===== src/rtl/spi_slave_8363.sv =====
// SPI register slave: 16-bit frames, three R/W registers plus a read-only ID.
// All SPI pins are resynchronized into main_clk before edge detection.
module spi_slave_8363 #(
    parameter logic [7:0] ID_VALUE    = 8'h63,
    parameter int         SYNC_STAGES = 2
) (
    input  logic       main_clk,
    input  logic       rst,
    input  logic       sclk,
    input  logic       csb,
    input  logic       sdi,
    output logic       sdo,
    output logic       sdo_oe,
    output logic [7:0] gain_a,
    output logic [7:0] gain_b,
    output logic [7:0] ctrl,
    output logic       wr_stb,
    output logic [6:0] wr_addr
);

    typedef enum logic [1:0] {IDLE, CMD, DATA, WAIT} state_t;

    state_t state, state_nx;

    logic [SYNC_STAGES-1:0] sclk_sy, csb_sy, sdi_sy;
    logic       sclk_s, csb_s, sdi_s;
    logic       sclk_d, csb_d;
    logic       sclk_rise, sclk_fall, csb_rise, csb_fall;
    logic [4:0] cnt;
    logic [6:0] sr;
    logic [7:0] cur_byte;
    logic       rw;
    logic [6:0] addr;
    logic [7:0] rd_shift;
    logic [7:0] rd_sel;
    logic       take, start, cmd_done, frame_done;

    assign sclk_s = sclk_sy[SYNC_STAGES-1];
    assign csb_s  = csb_sy[SYNC_STAGES-1];
    assign sdi_s  = sdi_sy[SYNC_STAGES-1];

    assign sclk_rise = sclk_s & ~sclk_d;
    assign sclk_fall = ~sclk_s & sclk_d;
    assign csb_rise  = csb_s & ~csb_d;
    assign csb_fall  = ~csb_s & csb_d;

    assign cur_byte = {sr, sdi_s};

    always_ff @(posedge main_clk or negedge rst) begin
        if (!rst) begin
            sclk_sy <= '0;
            csb_sy  <= '1;
            sdi_sy  <= '0;
            sclk_d  <= 1'b0;
            csb_d   <= 1'b1;
        end else begin
            sclk_sy[0] <= sclk;
            csb_sy[0]  <= csb;
            sdi_sy[0]  <= sdi;
            for (int i = 1; i < SYNC_STAGES; i++) begin
                sclk_sy[i] <= sclk_sy[i-1];
                csb_sy[i]  <= csb_sy[i-1];
                sdi_sy[i]  <= sdi_sy[i-1];
            end
            sclk_d <= sclk_s;
            csb_d  <= csb_s;
        end
    end

    always_ff @(posedge main_clk or negedge rst) begin
        if (!rst) state <= IDLE;
        else      state <= state_nx;
    end

    // A frame start may coincide with the first sclk rise; that bit is bit15.
    always_comb begin
        state_nx   = state;
        take       = 1'b0;
        start      = 1'b0;
        cmd_done   = 1'b0;
        frame_done = 1'b0;
        unique case (state)
            IDLE: begin
                if (csb_fall) begin
                    state_nx = CMD;
                    start    = 1'b1;
                    take     = sclk_rise;
                end
            end
            CMD: begin
                if (csb_rise) begin
                    state_nx = IDLE;
                end else if (sclk_rise) begin
                    take = 1'b1;
                    if (cnt == 5'd7) begin
                        cmd_done = 1'b1;
                        state_nx = DATA;
                    end
                end
            end
            DATA: begin
                if (csb_rise) begin
                    state_nx = IDLE;
                end else if (sclk_rise) begin
                    take = 1'b1;
                    if (cnt == 5'd15) begin
                        frame_done = 1'b1;
                        state_nx   = WAIT;
                    end
                end
            end
            WAIT: begin
                if (csb_rise) state_nx = IDLE;
            end
            default: state_nx = IDLE;
        endcase
    end

    always_comb begin
        rd_sel = 8'h00;
        case (cur_byte[6:0])
            7'd0:    rd_sel = gain_a;
            7'd1:    rd_sel = gain_b;
            7'd2:    rd_sel = ctrl;
            7'd3:    rd_sel = ID_VALUE;
            default: rd_sel = 8'h00;
        endcase
    end

    always_ff @(posedge main_clk or negedge rst) begin
        if (!rst) begin
            cnt      <= '0;
            sr       <= '0;
            rw       <= 1'b0;
            addr     <= '0;
            rd_shift <= '0;
        end else begin
            if (start)     cnt <= {4'd0, take};
            else if (take) cnt <= cnt + 5'd1;
            if (take)      sr  <= cur_byte[6:0];
            if (cmd_done) begin
                rw       <= cur_byte[7];
                addr     <= cur_byte[6:0];
                rd_shift <= rd_sel;
            end else if (state == DATA && rw && sclk_fall) begin
                rd_shift <= {rd_shift[6:0], 1'b0};
            end
        end
    end

    always_ff @(posedge main_clk or negedge rst) begin
        if (!rst) begin
            gain_a  <= 8'h00;
            gain_b  <= 8'h01 & 8'h00;
            ctrl    <= 8'h01;
            wr_stb  <= 1'b0;
            wr_addr <= '0;
        end else begin
            wr_stb <= 1'b0;
            if (frame_done && !rw && addr <= 7'd2) begin
                wr_stb  <= 1'b1;
                wr_addr <= addr;
                case (addr[1:0])
                    2'd0:    gain_a <= cur_byte;
                    2'd1:    gain_b <= cur_byte;
                    default: ctrl   <= cur_byte;
                endcase
            end
        end
    end

    // Output drive holds its last bit until the initiator deselects.
    always_ff @(posedge main_clk or negedge rst) begin
        if (!rst) begin
            sdo    <= 1'b0;
            sdo_oe <= 1'b0;
        end else if (csb_s) begin
            sdo    <= 1'b0;
            sdo_oe <= 1'b0;
        end else if (state == DATA && rw && sclk_fall) begin
            sdo    <= rd_shift[7];
            sdo_oe <= 1'b1;
        end
    end

endmodule


===== config.mk =====
export PLATFORM = sky130hd
export DESIGN_NAME = spi_slave_8363
export DESIGN_NICKNAME = d
export VERILOG_FILES = /design/src/rtl/spi_slave_8363.sv
export SDC_FILE = /design/constraint.sdc
export NUM_CORES = 1
export LEC_CHECK = 0
export CORE_MARGIN = 2
export CORE_UTILIZATION = 59
export CTS_CLUSTER_DIAMETER = 100
export CTS_CLUSTER_SIZE = 20
export DETAILED_ROUTE_END_ITERATION = 10
export MAX_ROUTING_LAYER = met4
export PLACE_DENSITY = 0.84
export SLEW_MARGIN = 30
export SYNTH_ARGS = -nofsm -noshare
export SYNTH_HDL_FRONTEND = slang
export SYNTH_SLANG_ARGS = --single-unit

===== constraint.sdc =====
create_clock -name main_clk -period 4.5 [get_ports main_clk]
set_clock_uncertainty 0.1 [all_clocks]
set_input_delay 0.675 -clock main_clk [delete_from_list [all_inputs] [get_ports main_clk]]
set_output_delay 0.675 -clock main_clk [all_outputs]
set_load 0.01 [all_outputs]

## After elaboration in Yosys (flattened, before gate mapping)

Cells that the tools add are included.

| word-level totals | value |
|---|---|
| bits in writable memories | 0 |
| bits in latches | 0 |
| word-level logic and storage cells | 94 |
| memories kept | 0 |
| bits of input ports | 5 |
| output and inout port bits | 34 |
| register bits | 72 |
| ROM bits | 0 |

| cells by class | value |
|---|---|
| $add $sub $neg | 1 |
| equal/unequal tests | 15 |
| order comparisons | 1 |
| multiply operators | 0 |
| shift-type cells | 0 |
| multiplexer cells | 33 |
| bitwise operators | 9 |
| reductions and logical operators | 17 |
| divide/modulo/power cells | 0 |

Operator list:

| kind | count |
|---|---|
| 8-bit case mux with 4 select lines | 1 |
| 1-bit two-way mux | 18 |
| 2-bit two-way mux | 8 |
| 8-bit two-way mux | 2 |
| 7-bit by 2-bit equality test with 1-bit output, second input constant | 2 |
| 3-bit inequality test, second input constant | 4 |
| 5-bit two-way mux | 2 |
| 2-bit case mux with 4 select lines | 1 |
| 7-bit by 1-bit equality test with 1-bit output, second input constant | 1 |
| 7-bit by 2-bit less-or-equal comparator with 1-bit output, second input constant | 1 |
| 7-bit logical NOT | 1 |
| 2-bit AND reduction | 3 |
| 6-bit AND reduction | 1 |
| 2-bit nonzero test | 3 |
| 5-bit by 1-bit adder with 5-bit output, second input constant | 1 |
| 5-bit by 3-bit equality test with 1-bit output, second input constant | 1 |
| 5-bit by 4-bit equality test with 1-bit output, second input constant | 1 |
| 1-bit NOT | 5 |
| 1-bit AND | 4 |
| 2-bit by 1-bit equality test with 1-bit output, second input constant | 2 |
| 2-bit equality test, second input constant | 2 |
| 1-bit logical AND | 4 |
| 2-bit logical NOT | 2 |
| 2-bit inequality test, second input constant | 2 |
| 3 further kinds | 4 |

## Logic depth before layout (Yosys ltp)

| depth | value |
|---|---|
| depth in word-level cells | 8 |
| mapped depth | 7 |
| gate-level depth less buffers | 7 |

## Worst setup path before layout

Ideal clock, no wire load.

| path | value |
|---|---|
| path type | register to register |
| start point | register cnt[0] |
| end point | register ctrl[1] |
| arrival time | 1997 ps |
| buffers on the path | 0 |
| path slack | 2278 ps |
| period minus slack after synthesis | 2222 ps |
| cell stages (with the launch flop) | 8 |
| setup time | 125 ps |
| data required time | 4275 ps |
| path through | dfrtp_1 -> ha_1 -> and3_1 -> ha_1 -> and4bb_2 -> nand4_4 -> nor3b_4 -> mux2_2 |

| on the way | value |
|---|---|
| longest elaborated chain between the ends | 8 |

RTL lines:

| item | RTL line | RTL |
|---|---|---|
| start, declared | 29 | `logic [4:0] cnt;` |
| start signal, assigned | 138 | `if (start) cnt <= {4'd0, take};` |
| start signal, assigned | 139 | `else if (take) cnt <= cnt + 5'd1;` |
| 5-bit by 4-bit equality test with 1-bit output | 106 | `if (cnt == 5'd15) begin` |
| 1-bit two-way mux | 106 |  |
| 1-bit two-way mux | 104 | `end else if (sclk_rise) begin` |
| 1-bit two-way mux | 102 | `if (csb_rise) begin` |
| 1-bit two-way mux | 82 | `unique case (state)` |
| 1-bit logical AND (2 in a row) | 160 | `if (frame_done && !rw && addr <= 7'd2) begin` |
| 2-bit AND reduction (no source line) | - |  |
| end signal, assigned | 166 | `default: ctrl <= cur_byte;` |
| end, declared | 16 | `output logic [7:0] ctrl,` |

No other way between the ends.
A chain may end at the register's enable or synchronous reset.

## Final worst setup path

| path | value |
|---|---|
| start point | register cnt[0] |
| end point | register gain_b[1] |

| on the way | value |
|---|---|
| longest elaborated chain between the ends | 8 |

RTL lines:

| item | RTL line | RTL |
|---|---|---|
| 5-bit by 4-bit equality test with 1-bit output | 106 |  |
| 1-bit two-way mux | 106 |  |
| 1-bit two-way mux | 104 |  |
| 1-bit two-way mux | 102 |  |
| 1-bit two-way mux | 82 |  |
| 1-bit logical AND (2 in a row) | 160 |  |
| 2-bit AND reduction (no source line) | - |  |
| end signal, assigned | 154 | `gain_b <= 8'h01 & 8'h00;` |
| end signal, assigned | 165 | `2'd1: gain_b <= cur_byte;` |
| end, declared | 15 | `output logic [7:0] gain_b,` |

No other way between the ends.

==> results.py <==
metrics = {
    "clock_tree": {
        "clk_pin_slew_worst_paths_ps": 80,
        "clkSinkCount": 72,
        "cts_max_path_buffers": 2,
        "cts-root-buf": "clkbuf_8",
        "cts-resized-gates": 0,
        "cts_made_buffers": 9,
        "cts_hold_buffers": 0,
        "postCtsSetupBuffers": 0,
        "cts_max_level": 3,
        "cts_tree": "yes",
        "clk_latency_ps": 350,
    },
    "detailed_routing": {
        "first_pass_iters": 4,
        "drt_first_iter_violations": 115,
        "routed_wl_mm": 6.20,
        "drtAntennaViolNets": 0,
        "num_vias": 2057,
        "via_per_inst": 5.70,
        "drc": 0,
        "wl_per_cell_um": 17.2,
    },
    "pwr": {
        "p_leak_uw": 0.00180,
        "vdd_drop_max_v": 0.000362,
        "powerDensity_nw_per_um2": 399,
    },
    "synth": {
        "ys_seq_elements": 72,
        "synthAdderAreaFrac_pct": 2.72,
        "synth_top_cell_by_area": "dfrtp_1",
        "syn_area_per_cell_um2": 13.1,
        "synth_top_family_by_area": "multiplexers",
        "synth_ff_type": "dfrtp_1",
        "yosys-top-cells-count": "dfrtp_1, mux2_2, a21oi_1",
        "synth_nets": 258,
        "yosysSeqAreaShare_pct": 56.2,
        "synth.most_common_cell": "dfrtp_1",
        "synthXorXnorAreaFrac_pct": 0.272,
        "synthTopCellsByArea": "dfrtp_1, mux2_2, mux2i_1, a21oi_1, dfstp_2",
        "yosys_warnings": 0,
        "synthSimpleGateAreaFrac_pct": 10.4,
        "syn-cell-area_um2": 3220,
        "synthCells": 246,
        "yosysTopAreaCellShare_pct": 52.9,
        "synth_edf_count": 0,
        "synthMuxAreaShare_pct": 19.0,
        "async_reset_ff_share_pct": 100,
        "ys_types": 43,
        "synth_compound_area_share_pct": 9.46,
    },
    "worst_hold_path": {
        "worst_hold_path_type": "input port to async pin",
    },
    "place": {
        "portBuffers": 38,
        "hpwl_mm": 4.22,
        "finalWeightedCongestion": 0.841,
    },
    "grt": {
        "grtUsageTotal_pct": 24.9,
        "grt_max_degree": 44,
        "grt.overflow.total": 0,
        "antenna_found_initial": 0,
        "grt_pass1_wl_mm": 11.1,
        "grt_pass1_vias": 2174,
    },
    "setup_path": {
        "crit_required_ps": 4630,
        "cp_max_fo": 8,
        "r2r_setup_slack_ps": 1990,
        "arrival_ps": 2640,
        "cp-start-kind": "flop",
        "path_class": "flop to flop",
        "cp-end-kind": "flop",
    },
    "final_layout": {
        "area_growth_pct": 19.1,
        "finalNetCount": 299,
        "drive_gt1_share_pct": 24.1,
        "multi_input_area_um2": 1350,
        "n_fill_cell": 327,
        "antennaDiodeCount": 0,
        "final_util_pct": 74.1,
        "seq_area_um2": 1810,
    },
    "job": {
        "cap_violations": 0,
    },
    "floorplanning": {
        "start_util_pct": 62.2,
        "dieHeight_um": 77.8,
        "core_um2": 5170,
        "rows": 26,
        "dieArea_um2": 6060,
        "die_x_um": 77.8,
        "io_pins": 39,
    },
    "sta": {
        "slew_viol_final": 0,
        "worst_pin_slew_ps": 705,
        "layout_min_cycle_time_ps": 2510,
        "slew_headroom_pct": 53.0,
        "final.setup.tns_ps": 0,
        "finalHoldViolCount": 0,
        "setup_violations": 0,
        "fmax_mhz": 399,
        "rsz0062_at_grt": "false",
        "fin_crit_sh_pct": 55.8,
    },
    "status": {
        "status": "finished clean",
    },
}
==> kinds of logic after synthesis <==
| logic type | Yosys count |
|---|---|
| XOR/XNOR | 1 |
| AND/OR/NAND/NOR | 43 |
| AO/OA/AOI/OAI | 51 |
| multiplexers | 56 |
| flip-flops | 72 |
| adder cells (fa/ha/maj) | 7 |
| buffers and inverters | 16 |
==> per-layer routing <==
layer	up-vias	track usage, %	part of all wire [%]
met5	-	-	0
met4	0	8.57	1.5
met3	11	7.67	4.4
met2	50	36.3	47
met1	1018	33.5	47
li1	978	-	-
==> layout make-up <==
cell class,count,share of cell area (%)
multi-input combinational,158,35.1
clock inverter,5,0.882
clock buffer,10,3.59
timing repair buffer,40,10.4
tap,70,2.29
sequential,72,47.2
inverter,6,0.588
==> placed cells by master (no fill, tap or decap), drive strengths merged, types with 2 or more instances in the layout <==
cell type      netlist  routed
dfrtp               68      68
mux2                40      40
clkdlybuf4s50        0      37
a21oi               24      24
mux2i               16      16
o21ai               12      12
clkbuf               7      10
ha                   7       7
nor2                 7       7
inv                  6       6
nand2b               5       5
and2                 5       5
or4                  4       4
o2bb2ai              4       4
dfstp                4       4
a21o                 3       3
nand3                3       3
nand4                3       3
nor3b                3       3
clkinv               0       3
buf                  3       3
nor2b                2       2
a211oi               2       2
o31ai                2       2
clkinvlp             0       2
nor3                 2       2
==> worst max-delay path, cell delays in order (launching register included) <==
cell and delay (ps):
dfrtp_1 370, ha_1 180, and3_1 160, ha_1 170, and4bb_2 280, nand4_4 180
nor3b_4 550, mux2_2 400
==> registers in the layout, summed over array words and instances (netlist names) <==
register and cells:
gain_b 8, rd_shift 8, state 2, csb_sy 2
csb_d 1, sdo 1, sclk_d 1, wr_stb 1
cnt 5, sclk_sy 2, rw 1, sdo_oe 1
gain_a 8, sdi_sy 2, ctrl 8, addr 7
wr_addr 7, sr 7
==> path summary, 6_finish.rpt <==
check,start,endpoint,depth (start not counted)
max,cnt[0]$_DFFE_PN0P_,gain_b[1]$_DFFE_PN0P_,7
min,rst,state[0]$_DFFE_PN0P_,1
max reg2reg,cnt[0]$_DFFE_PN0P_,gain_b[1]$_DFFE_PN0P_,7
min reg2reg,sclk_sy[0]$_DFF_PN0_,sclk_sy[1]$_DFF_PN0_,0
max in group asynchronous,rst,ctrl[0]$_DFFE_PN1P_,2
min in group main_clk,sclk_sy[0]$_DFF_PN0_,sclk_sy[1]$_DFF_PN0_,0
==> per-stage QoR <==
stage / hold WS, ps / setup WS [ps] / instance area [um2] / power, uW / cells
3_3_place_gp: 232 / 2020 / 3650 / 1080 / 345
4_1_cts: 261 / 1880 / 3820 / 1540 / 360
3_5_place_dp: 238 / 1890 / 3650 / 1090 / 345
2_1_floorplan: 231 / 2280 / 3220 / 1000 / 246
6_report: 192 / 1990 / 3830 / 1530 / 361
5_1_grt: 240 / 1890 / 3830 / 1630 / 361
==> power by group <==
group          total (uW)  internal [uW]  switching (uW)
registers             801            708            93.3
logic                 280            128             152
clock network         447            210             237
Note: power is estimated with default switching activity, not from simulation.
